===== src/rtl/alu_serial_pkg.sv =====
// Shared ALU definitions: 4-bit ALU control encoding, serial-ALU FSM states,
// and a helper that classifies the multi-cycle shift operations.
package alu_serial_pkg;

  typedef enum logic [3:0] {
    ALU_AND  = 4'h0,
    ALU_OR   = 4'h1,
    ALU_ADD  = 4'h2,
    ALU_XOR  = 4'h3,
    ALU_SLL  = 4'h4,
    ALU_SRL  = 4'h5,
    ALU_SUB  = 4'h6,
    ALU_SLT  = 4'h7,
    ALU_SLTU = 4'h8,
    ALU_SRA  = 4'h9,
    ALU_S1   = 4'hA
  } alu_op_e;

  typedef enum logic [1:0] {
    ST_IDLE,
    ST_SHIFT,
    ST_DONE
  } alu_state_e;

  function automatic logic is_shift_op(input logic [3:0] code);
    return (code == ALU_SLL) || (code == ALU_SRL) || (code == ALU_SRA);
  endfunction

endpackage


===== src/rtl/alu_serial_single.sv =====
// alu_single: combinational ALU for every one-cycle operation, plus the zero
// detector used on the registered result of the serial ALU.
// Ports:
//   code     - ALU control code
//   a, b     - operands
//   result   - one-cycle result (0 for shift and undefined codes)
//   zero_src - value to test for zero (the registered result)
//   zero     - high when zero_src == 0
module alu_single
  import alu_serial_pkg::*;
#(
  parameter int unsigned XLEN = 32
) (
  input  logic [3:0]      code,
  input  logic [XLEN-1:0] a,
  input  logic [XLEN-1:0] b,
  output logic [XLEN-1:0] result,
  input  logic [XLEN-1:0] zero_src,
  output logic            zero
);

  always_comb begin
    result = '0;
    case (code)
      ALU_ADD:  result = a + b;
      ALU_SUB:  result = a - b;
      ALU_SLT:  result[0] = ($signed(a) < $signed(b));
      ALU_SLTU: result[0] = (a < b);
      ALU_XOR:  result = a ^ b;
      ALU_OR:   result = a | b;
      ALU_AND:  result = a & b;
      ALU_S1:   result = a;
      default:  result = '0;
    endcase
  end

  assign zero = (zero_src == '0);

endmodule


===== src/rtl/alu_serial.sv =====
// alu_serial: valid/ready ALU. One-cycle ops complete on the cycle after
// acceptance; SLL/SRL/SRA shift one bit per cycle (latency shamt+1).
// Ports:
//   i_clk, i_rst         - clock, asynchronous active-high reset
//   i_ALUControlLines    - operation code
//   i_A, i_B             - operands (i_B[SHAMT_W-1:0] = shift amount)
//   i_valid / o_ready    - request handshake
//   o_Result, o_Zero     - registered result and its zero flag
//   o_valid / i_ready    - result handshake
module alu_serial
  import alu_serial_pkg::*;
#(
  parameter int unsigned XLEN    = 32,
  parameter int unsigned SHAMT_W = 5
) (
  input  logic            i_clk,
  input  logic            i_rst,
  input  logic [3:0]      i_ALUControlLines,
  input  logic [XLEN-1:0] i_A,
  input  logic [XLEN-1:0] i_B,
  input  logic            i_valid,
  output logic            o_ready,
  output logic [XLEN-1:0] o_Result,
  output logic            o_Zero,
  output logic            o_valid,
  input  logic            i_ready
);

  alu_state_e        state_q, state_d;
  logic [3:0]        op_q;
  logic [XLEN-1:0]   shreg_q, res_q, shift_nxt, alu_res, quick_res;
  logic [SHAMT_W-1:0] cnt_q;
  logic              fill_q;
  logic              accept, in_shift, go_shift;

  alu_single #(.XLEN(XLEN)) u_alu_single (
    .code     (i_ALUControlLines),
    .a        (i_A),
    .b        (i_B),
    .result   (alu_res),
    .zero_src (res_q),
    .zero     (o_Zero)
  );

  assign o_ready  = (state_q == ST_IDLE) || ((state_q == ST_DONE) && i_ready);
  assign accept   = i_valid && o_ready;
  assign o_valid  = (state_q == ST_DONE);
  assign o_Result = res_q;

  assign in_shift  = is_shift_op(i_ALUControlLines);
  assign go_shift  = in_shift && (i_B[SHAMT_W-1:0] != '0);
  // A zero-distance shift is just a pass-through of A.
  assign quick_res = in_shift ? i_A : alu_res;

  always_comb begin
    shift_nxt = shreg_q;
    case (op_q)
      ALU_SLL: shift_nxt = {shreg_q[XLEN-2:0], 1'b0};
      ALU_SRL: shift_nxt = {1'b0, shreg_q[XLEN-1:1]};
      ALU_SRA: shift_nxt = {fill_q, shreg_q[XLEN-1:1]};
      default: shift_nxt = shreg_q;
    endcase
  end

  always_comb begin
    state_d = state_q;
    case (state_q)
      ST_IDLE: begin
        if (accept) state_d = go_shift ? ST_SHIFT : ST_DONE;
      end
      ST_SHIFT: begin
        if (cnt_q == SHAMT_W'(1)) state_d = ST_DONE;
      end
      ST_DONE: begin
        if (i_ready) begin
          if (accept) state_d = go_shift ? ST_SHIFT : ST_DONE;
          else        state_d = ST_IDLE;
        end
      end
      default: state_d = ST_IDLE;
    endcase
  end

  always_ff @(posedge i_clk or posedge i_rst) begin
    if (i_rst) state_q <= ST_IDLE;
    else       state_q <= state_d;
  end

  // The last shift step writes the result register directly so DONE is
  // entered with the final value already in place.
  always_ff @(posedge i_clk or posedge i_rst) begin
    if (i_rst) begin
      op_q    <= '0;
      shreg_q <= '0;
      cnt_q   <= '0;
      fill_q  <= 1'b0;
      res_q   <= '0;
    end else if (accept) begin
      op_q    <= i_ALUControlLines;
      shreg_q <= i_A;
      cnt_q   <= i_B[SHAMT_W-1:0];
      fill_q  <= (i_ALUControlLines == ALU_SRA) ? i_A[XLEN-1] : 1'b0;
      if (!go_shift) res_q <= quick_res;
    end else if (state_q == ST_SHIFT) begin
      shreg_q <= shift_nxt;
      cnt_q   <= cnt_q - SHAMT_W'(1);
      if (cnt_q == SHAMT_W'(1)) res_q <= shift_nxt;
    end
  end

endmodule


===== config.mk =====
export PLATFORM = sky130hd
export DESIGN_NAME = alu_serial
export DESIGN_NICKNAME = d
export VERILOG_FILES = /design/src/rtl/alu_serial_pkg.sv /design/src/rtl/alu_serial_single.sv /design/src/rtl/alu_serial.sv
export SDC_FILE = /design/constraint.sdc
export NUM_CORES = 1
export LEC_CHECK = 0
export BUFFER_PORTS_ARGS = -buffer_cell sky130_fd_sc_hd__buf_2
export CAP_MARGIN = 15
export CORE_AREA = 2 2 168 203
export CTS_CLUSTER_SIZE = 12
export DETAILED_ROUTE_END_ITERATION = 10
export DIE_AREA = 0 0 170 205
export PLACE_DENSITY_LB_ADDON = 0.15
export SLEW_MARGIN = 20
export SYNTH_ARGS = -nofsm -noshare
export SYNTH_HDL_FRONTEND = slang
export SYNTH_SLANG_ARGS = --single-unit

===== constraint.sdc =====
create_clock -name i_clk -period 2.8 [get_ports i_clk]
set_clock_uncertainty 0.05 [all_clocks]
set_input_delay 0 -clock i_clk [delete_from_list [all_inputs] [get_ports i_clk]]
set_output_delay 0 -clock i_clk [all_outputs]
set_load 0.02 [all_outputs]

Word-level counts from Yosys, hierarchy flattened --
Cells that the tools add are included. W data, S select, Z words.
Cells by class: add/subtract/negate cells 3, $lt $le $gt $ge 2, equal/unequal tests 20, muxes and demuxes 19, bitwise gates (word level) 3, reductions and logical operators 14
Operator list (count):
- $mux W32 | 7
- $pmux W31 S6 | 1
- $pmux W32 S3 | 1
- $lt A32 B32 Y1 | 2
- $add A32 B32 Y32 | 1
- $and A32 B32 Y32 | 1
- $logic_not A32 Y1 | 1
- $or A32 B32 Y32 | 1
- $sub A32 B32 Y32 | 1
- $xor A32 B32 Y32 | 1
- $eq A4 B3 Y1 const B | 6
- $eq A4 B4 Y1 const B | 4
- $mux W2 | 5
- $mux W5 | 2
- $eq A4 B2 Y1 const B | 2
- $pmux W1 S8 | 1
- $ne A2 B2 Y1 const B | 3
- $pmux W2 S3 | 1
- $reduce_and A3 Y1 | 2
- $eq A5 B1 Y1 const B | 1
- $reduce_bool A5 Y1 | 1
- $sub A5 B1 Y5 const B | 1
- $eq A4 B1 Y1 const B | 1
- $logic_not A4 Y1 | 1
- 8 further kinds | 13
Storage, ports and cells: register bits after elaboration 76, input bits 72

Depth between registers and ports, before layout --
Gate-level depths: netlist of run 1.
depth in word-level cells 8, depth in mapped cells 13, gate-level depth less buffers 13

By module --
Synthesis of run 1 repeated with hierarchy kept, for this count alone.
Second synthesis, totals: cell total of the unflattened synthesis 1260, area, all modules 9638.0 sq um
Modules (own cells, without submodules):
- alu_single | times used 1, cells each 769, area an instance 5168.7 sq um
- alu_serial | times used 1, cells each 491, area an instance 4469.3 sq um

Worst setup path after synthesis of run 1 --
Ideal clock, no wire load.
path type in2reg, from input i_A[0], to register res_q[28], in the netlist o_Result[28], library setup time 0.140 ns, data arrival time 2.230 ns, required time 2.610 ns, setup slack 0.380 ns, cell stages on the path 13, buffers on the path 0, cell sequence inv_1 ha_1 inv_1 fa_1 nand2b_4 a221oi_2 o311a_4 a211oi_4 nand2_1 a31oi_2 o2bb2ai_1 a221oi_2 a211oi_2
On the way: cells in the longest elaborated chain, start to end 5
RTL lines:
- start, declared | RTL line alu_serial.sv:19 | input logic [XLEN-1:0] i_A,
- $sub A32 B32 Y32 or $add A32 B32 Y32 (tied branches) | RTL line alu_serial_single.sv:26, alu_serial_single.sv:25
- $pmux W31 S6 * | RTL line alu_serial_single.sv:24 | case (code)
- $mux W32 * | RTL line alu_serial.sv:53 | assign quick_res = in_shift ? i_A : alu_res;
- $mux W32 * | RTL line alu_serial.sv:103 | if (!go_shift) res_q <= quick_res;
- $mux W32 * | RTL line alu_serial.sv:98 | end else if (accept) begin
- end signal, assigned | RTL line alu_serial.sv:103
- end signal, assigned | RTL line alu_serial.sv:107 | if (cnt_q == SHAMT_W'(1)) res_q <= shift_nxt;
- end, declared | RTL line alu_serial.sv:31 | logic [XLEN-1:0] shreg_q, res_q, shift_nxt, alu_res, quick_res;
Every way passes the cells marked *; elsewhere a longest branch is shown, timed or not. The select of a mux whose other input is x is not followed. A chain may end at the register's enable or synchronous reset.

Worst setup path after layout of run 1 --
from input i_A[18], to register res_q[27], in the netlist o_Result[27]
The elaborated chain is that of the path after synthesis.

==> flow_summary.ini, run 1 <==
[cells_and_area]
drive_above_1_share_pct = 23.6
fin_nets = 1719
num-fill-cells = 3456
diodes = 0
final_cells = 1957
utilization_pct = 38.6
area_growth_pct = 30.7

[clock_network]
cts-root-buf = clkbuf_16
clk_transition_reported_paths_ns = 0.07
clk_latency_ns = 0.38
clock_sink_count = 76
cts_buffers = 9
clockBufferDepth = 2
htreeDepth = 3
cts_tree = yes

[pwr]
p_seq_share_pct = 28.7
ir_drop_v = 0.000311
p_per_area_mw_per_mm2 = 589
p_sw_mw = 3.60
p_leak_nw = 5.57
p_int_mw = 3.88
p_total_mw = 7.48
clkPwrFrac_pct = 17.0
p_comb_share_pct = 54.2
p_sw_share_pct = 48.1

[critical_path]
cp_data_arrival_time_ns = 2.94
slowest_delay_ns = 0.52
r2r_start = cnt_q[1]$_DFFE_PP0P_
crit_fanout = 5
crit_top_cell = buf_4
cp_cell_sequence = dlygate4sd3_1 > buf_4 > inv_1 > ha_4 > buf_4 > inv_2 > a21oi_2 > o311ai_1 > o21ai_2 > o211ai_4 > o41ai_4 > buf_4 > xnor2_1 > nand2_1 > a31oi_1
cp-start-kind = input pin
slowest_stage = dlygate4sd3_1
critPathKind = in2reg
required_ns = 3.06
cp-startpoint = i_A[18]
cp-end-kind = flip-flop
reg2regPathDepth = 11

[route]
drtIter0Drc = 1117
drt_wl_total_um = 44700
drc = 0
dr.pass1.iters = 6
wl_per_cell_um = 22.8
vias = 11400
via_per_inst = 5.82
ant_nets = 0

[floorplan]
core_mm2 = 0.0329
die_y_um = 205
rows = 73
io-pin-count = 107
die-area_mm2 = 0.0349
dieWidth_um = 170
initial_utilization_pct = 29.5

[timing]
setup_slack_ns = 0.122
fmax_mhz = 373
tightest_slew_ns = 0.789
setup_viol_count_final = 0
max-slew-margin-rel_pct = 47.4
final-max-slew-violation-count = 0
tns_ns = 0
post-route-period-util_pct = 95.6
grt_setup_unrepaired = true
hold_viol_final = 0
fin_crit_ns = 2.68

[synth]
synth-edff-count = 0
ys_warn_count = 0
netlist_area_mm2 = 0.00971
syn_area_per_cell_um2 = 7.39
ys_ff_latch = 76
async_reset_ff_share_pct = 100
netlist_instances = 1314
synth.distinct_cells = 82
yosysSeqAreaShare_pct = 19.6
syn_nets = 1493
synth_ff_type = dfrtp_1

[global_routing]
grt_pass1_wl_um = 68200
grt_use_total_pct = 25.8
grt_pass1_vias = 11300
grt_max_degree = 51
grt_antenna_before_repair = 0
grt.overflow.total = 0

[worst_hold_path]
hold_path.class = in2reg
hold_path_startpoint = i_A[26]
hold_depth = 3

[place]
dpl_worst_slack_ns = -0.127
placed_cells = 1898
gp_congestion = 0.951
portBuffers = 106
hpwlAfterDp_um = 33200

[run_status]
status = complete, no violations

[run]
cap_violations = 0
cell usage after synthesis, drive strengths merged, types with 4 or more instances:
| library cell | n | area [µm²] |
|---|---|---|
| nor2 | 138 | 521 |
| a21oi | 128 | 652 |
| o21ai | 108 | 541 |
| ha | 105 | 1310 |
| nand2 | 103 | 387 |
| inv | 99 | 372 |
| dfrtp | 76 | 1900 |
| a22oi | 55 | 413 |
| clkbuf | 50 | 188 |
| buf | 43 | 235 |
| nor3 | 41 | 210 |
| a222oi | 24 | 240 |
| a211oi | 22 | 203 |
| a31oi | 20 | 131 |
| nor4 | 20 | 131 |
| xnor2 | 18 | 158 |
| a21o | 17 | 128 |
| nand2b | 17 | 114 |
| o22ai | 17 | 106 |
| a221oi | 16 | 153 |
| nand3 | 16 | 80.1 |
| nor2b | 16 | 100 |
| o221ai | 15 | 131 |
| o211ai | 13 | 103 |
| nand4 | 12 | 75.1 |
| a2111oi | 10 | 95.1 |
| o31ai | 10 | 80.1 |
| o21bai | 9 | 67.6 |
| nand3b | 7 | 52.6 |
| o2111ai | 7 | 67.6 |
| o21a | 6 | 45.0 |
| o311ai | 6 | 52.6 |
| or3 | 6 | 37.5 |
| and2 | 5 | 31.3 |
| mux2i | 5 | 50.1 |
| xor2 | 5 | 43.8 |
| a31o | 4 | 35.0 |
| and3 | 4 | 25.0 |
| nor3b | 4 | 30.0 |
| o32a | 4 | 40.0 |
| o41ai | 4 | 72.6 |
power by group through the flow:
| stage | clock network [mW] | registers, mW | logic, mW |
|---|---|---|---|
| final | 1.27 | 2.15 | 4.06 |
| after global routing | 1.34 | 2.21 | 4.42 |
| after CTS | 1.31 | 2.14 | 3.95 |
| after detailed placement | 0 | 2.16 | 3.89 |
| after global placement | 0 | 2.15 | 3.88 |
| after floorplan | 0 | 2.22 | 2.14 |
final cells by class:
type / count / area, µm² / share of cell area, %
Clock buffer: 9 / 225 / 1.77
Clock inverter: 7 / 67.6 / 0.532
Inverter: 99 / 373 / 2.94
Multi-Input combinational cell: 1046 / 7320 / 57.6
Sequential cell: 76 / 1900 / 15.0
Tap cell: 412 / 515 / 4.06
Timing Repair Buffer: 308 / 2300 / 18.1
logic make-up after synthesis:
| logic type | share of synthesized area [%] |
|---|---|
| AOI/OAI and AO/OA | 36.8 |
| xor gates and xnor gates | 2.07 |
| adders and majority gates | 13.9 |
| buffers and inverters | 8.18 |
| DFF | 19.6 |
| muxes | 0.747 |
| and+or+nand+nor | 18.7 |
repair_timing:
action / in CTS / in global routing
setup buffers: 0 / 5
hold buffers: 37 / 0
endpoints found under the setup margin: 0 / 19
resized for setup: 0 / 60
hold endpoints to repair: 75 / 0
cell usage in the layout (no fill, tap or decap), types with 14 or more instances in the layout:
cell type and n:
dfrtp_1 76, nor2b_1 15, ha_1 100, nand2_1 101, dlygate4sd3_1 37, o221ai_1 15, a31oi_1 19, buf_4 152
nor4_1 15, nor2_1 134, a22oi_1 55, a21o_1 17, o21ai_0 96, a211oi_1 14, buf_2 105, a222oi_1 24
nand2b_1 16, a21oi_1 118, xnor2_1 18, o22ai_1 17, inv_1 92, nand3_1 15, nor3_1 36
registers in the layout (all words and copies together) (netlist names):
| register | flops |
|---|---|
| op_q | 4 |
| o_Result | 32 |
| shreg_q | 32 |
| state_q | 2 |
| fill_q | 1 |
| cnt_q | 5 |
routing by layer:
layer / up-vias / track usage [%] / routed length (µm)
li1: 5330 / - / -
met1: 5506 / 32.7 / 18900
met2: 451 / 44.3 / 21700
met3: 98 / 3.13 / 2470
met4: 0 / 10.4 / 1640
met5: - / 0 / 0
path summary, 6_finish.rpt:
kind / slack, ns / to
max in group asynchronous: 1.75 / o_Result[18]$_DFFE_PP0P_
min in group asynchronous: 0.23 / o_Result[3]$_DFFE_PP0P_
setup reg to reg: 0.20 / o_Result[30]$_DFFE_PP0P_
hold / removal: 0.02 / shreg_q[26]$_DFFE_PP0P_
setup / recovery: 0.12 / o_Result[27]$_DFFE_PP0P_
hold reg to reg: 0.47 / o_Result[4]$_DFFE_PP0P_
critical path, delay by kind of cell:
family          cells  cell delay (ns)
fa+ha+maj           1             0.30
buf+inv             6             1.09
xor+xnor            1             0.12
compound gates      6             1.33
simple gates        1             0.07
per-stage QoR:
step / hold WS, ns / instance area, µm²
after global routing: 0.0349 / 12700
final: 0.0233 / 12700
after detailed placement: 0.102 / 11700
after CTS: 0.00312 / 12400
after global placement: 0.0991 / 11700
after floorplan: 0.0937 / 9710
Power figures use the tool's default switching activity.
==> run 2, diff against run 1 <==
--- a/config.mk
+++ b/config.mk
@@ -11,6 +11,7 @@
 export CTS_CLUSTER_SIZE = 12
 export DETAILED_ROUTE_END_ITERATION = 10
 export DIE_AREA = 0 0 170 205
+export HOLD_SLACK_MARGIN = 0.15
 export PLACE_DENSITY_LB_ADDON = 0.15
 export SLEW_MARGIN = 20
 export SYNTH_ARGS = -nofsm -noshare
==> run 2 against run 1 <==
Net effect: critical path type unchanged; via count up 0.39%; hold slack better by 0.16 ns; wire length up 0.30%; global-route usage up 0.057 points; cell area up 1.1%; non-clock buffer count up 11.
==> flow_summary.ini, run 2 (synthesis gave the netlist of run 1 again) <==
[floorplan]
dieWidth_um = 170
io-pin-count = 107
initial_utilization_pct = 29.5
rows = 73
die-area_mm2 = 0.0349
die_y_um = 205
core_mm2 = 0.0329

[pwr]
p_total_mw = 7.51
p_comb_share_pct = 54.3
ir_drop_v = 0.000312
p_sw_share_pct = 48.2
p_per_area_mw_per_mm2 = 585
p_leak_nw = 5.62
p_sw_mw = 3.62
p_int_mw = 3.89
clkPwrFrac_pct = 17.0
p_seq_share_pct = 28.6

[route]
wl_per_cell_um = 22.8
vias = 11400
via_per_inst = 5.81
drtIter0Drc = 1119
ant_nets = 0
drt_wl_total_um = 44800
drc = 0
dr.pass1.iters = 7

[timing]
fmax_mhz = 374
final-max-slew-violation-count = 0
fin_crit_ns = 2.68
tightest_slew_ns = 0.773
tns_ns = 0
max-slew-margin-rel_pct = 48.0
post-route-period-util_pct = 95.6
setup_viol_count_final = 0
grt_setup_unrepaired = true
hold_ws_ns = 0.186
hold_viol_final = 0

[worst_hold_path]
hold_depth = 6
hold_path.class = in2reg

[cells_and_area]
fin_nets = 1730
drive_above_1_share_pct = 23.7
final_cell_mix = buf_4 (151), nor2_1 (134), a21oi_1 (118)
diodes = 0
final_common_cell = buf_4
area_growth_pct = 32.1

[global_routing]
grt_max_degree = 51
grt_antenna_before_repair = 0
grt_use_total_pct = 25.8
grt_pass1_wl_um = 68400
grt.overflow.total = 0
grt_pass1_vias = 11300

[clock_network]
htreeDepth = 3
cts-root-buf = clkbuf_16
cts_tree = yes
clk_transition_reported_paths_ns = 0.07
cts_buffers = 9
clockBufferDepth = 2
clk_latency_ns = 0.39
clock_sink_count = 76

[critical_path]
cp_data_arrival_time_ns = 2.94
reg2regPathDepth = 11
cp-end-kind = flip-flop
critPathKind = in2reg
required_ns = 3.06
cp-start-kind = input pin
crit_fanout = 5

[place]
gp_congestion = 0.951
portBuffers = 106
hpwlAfterDp_um = 33200

[run_status]
status = complete, no violations

[run]
cap_violations = 0
==> run 2: cell count changes in the layout (fill, tap and decap cells not counted), sizes merged <==
cell	delta
dlygate4sd3	+10
buf	+1
==> run 2: worst paths after layout <==
check                                         from                        to  slack (ns)
max                                        i_A[18]  o_Result[27]$_DFFE_PP0P_        0.12
min                                         i_A[4]   o_Result[4]$_DFFE_PP0P_        0.19
max reg2reg                   cnt_q[1]$_DFFE_PP0P_  o_Result[30]$_DFFE_PP0P_        0.20
min reg2reg                o_Result[4]$_DFFE_PP0P_   o_Result[4]$_DFFE_PP0P_        0.46
max in group asynchronous                    i_rst  o_Result[18]$_DFFE_PP0P_        1.76
min in group asynchronous                    i_rst   o_Result[3]$_DFFE_PP0P_        0.22
==> run 2: stage by stage <==
step           cell area, µm²  cells  utilization (%)  worst slack, ns
3_5_place_dp            11700   1898             35.6           -0.127
3_3_place_gp            11700   1898             35.6          -0.0554
2_1_floorplan            9710   1314                -            0.380
5_1_grt                 12800   1968             39.0          -0.0594
4_1_cts                 12500   1961             37.9          0.00446
6_report                12800   1968             39.0            0.123
==> run 2: worst max-delay path: stages <==
cell,delay [ns]
dlygate4sd3_1,0.51
buf_2,0.15
inv_1,0.09
ha_4,0.30
buf_4,0.14
inv_2,0.05
a21oi_4,0.14
o311ai_2,0.13
o21ai_2,0.22
o211ai_4,0.13
o41ai_4,0.50
buf_4,0.19
xnor2_1,0.12
nand2_1,0.07
a31oi_1,0.17
==> run 2: per-layer routing <==
layer / share of wire, % / global-route usage, % / routed length [µm]
met2: 49 / 44.3 / 21800
met5: 0 / 0 / 0
met4: 3.6 / 10.5 / 1590
met3: 5.4 / 3.11 / 2420
met1: 42 / 32.9 / 19000
==> run 2: area by class of cell <==
type	count	area, µm²
clock inverter	7	67.6
timing repair buffer	319	2400
tap	412	515
inverter	99	373
fill	3438	20000
clock buffer	9	225
multi-input combinational	1046	7350
sequential	76	1900
==> run 2: what timing repair did <==
action,in CTS,in global routing
endpoints found under the setup margin,0,19
hold buffers,47,0
buffers inserted,0,6
resized for setup,0,63
hold endpoints to repair,101,0
==> run 2: power groups by stage <==
stage | logic (mW) | clock network (mW) | registers [mW]
floorplan | 2.14 | 0 | 2.22
global placement | 3.88 | 0 | 2.15
detailed placement | 3.89 | 0 | 2.16
CTS | 3.96 | 1.31 | 2.14
global route | 4.44 | 1.34 | 2.21
finish | 4.08 | 1.28 | 2.15
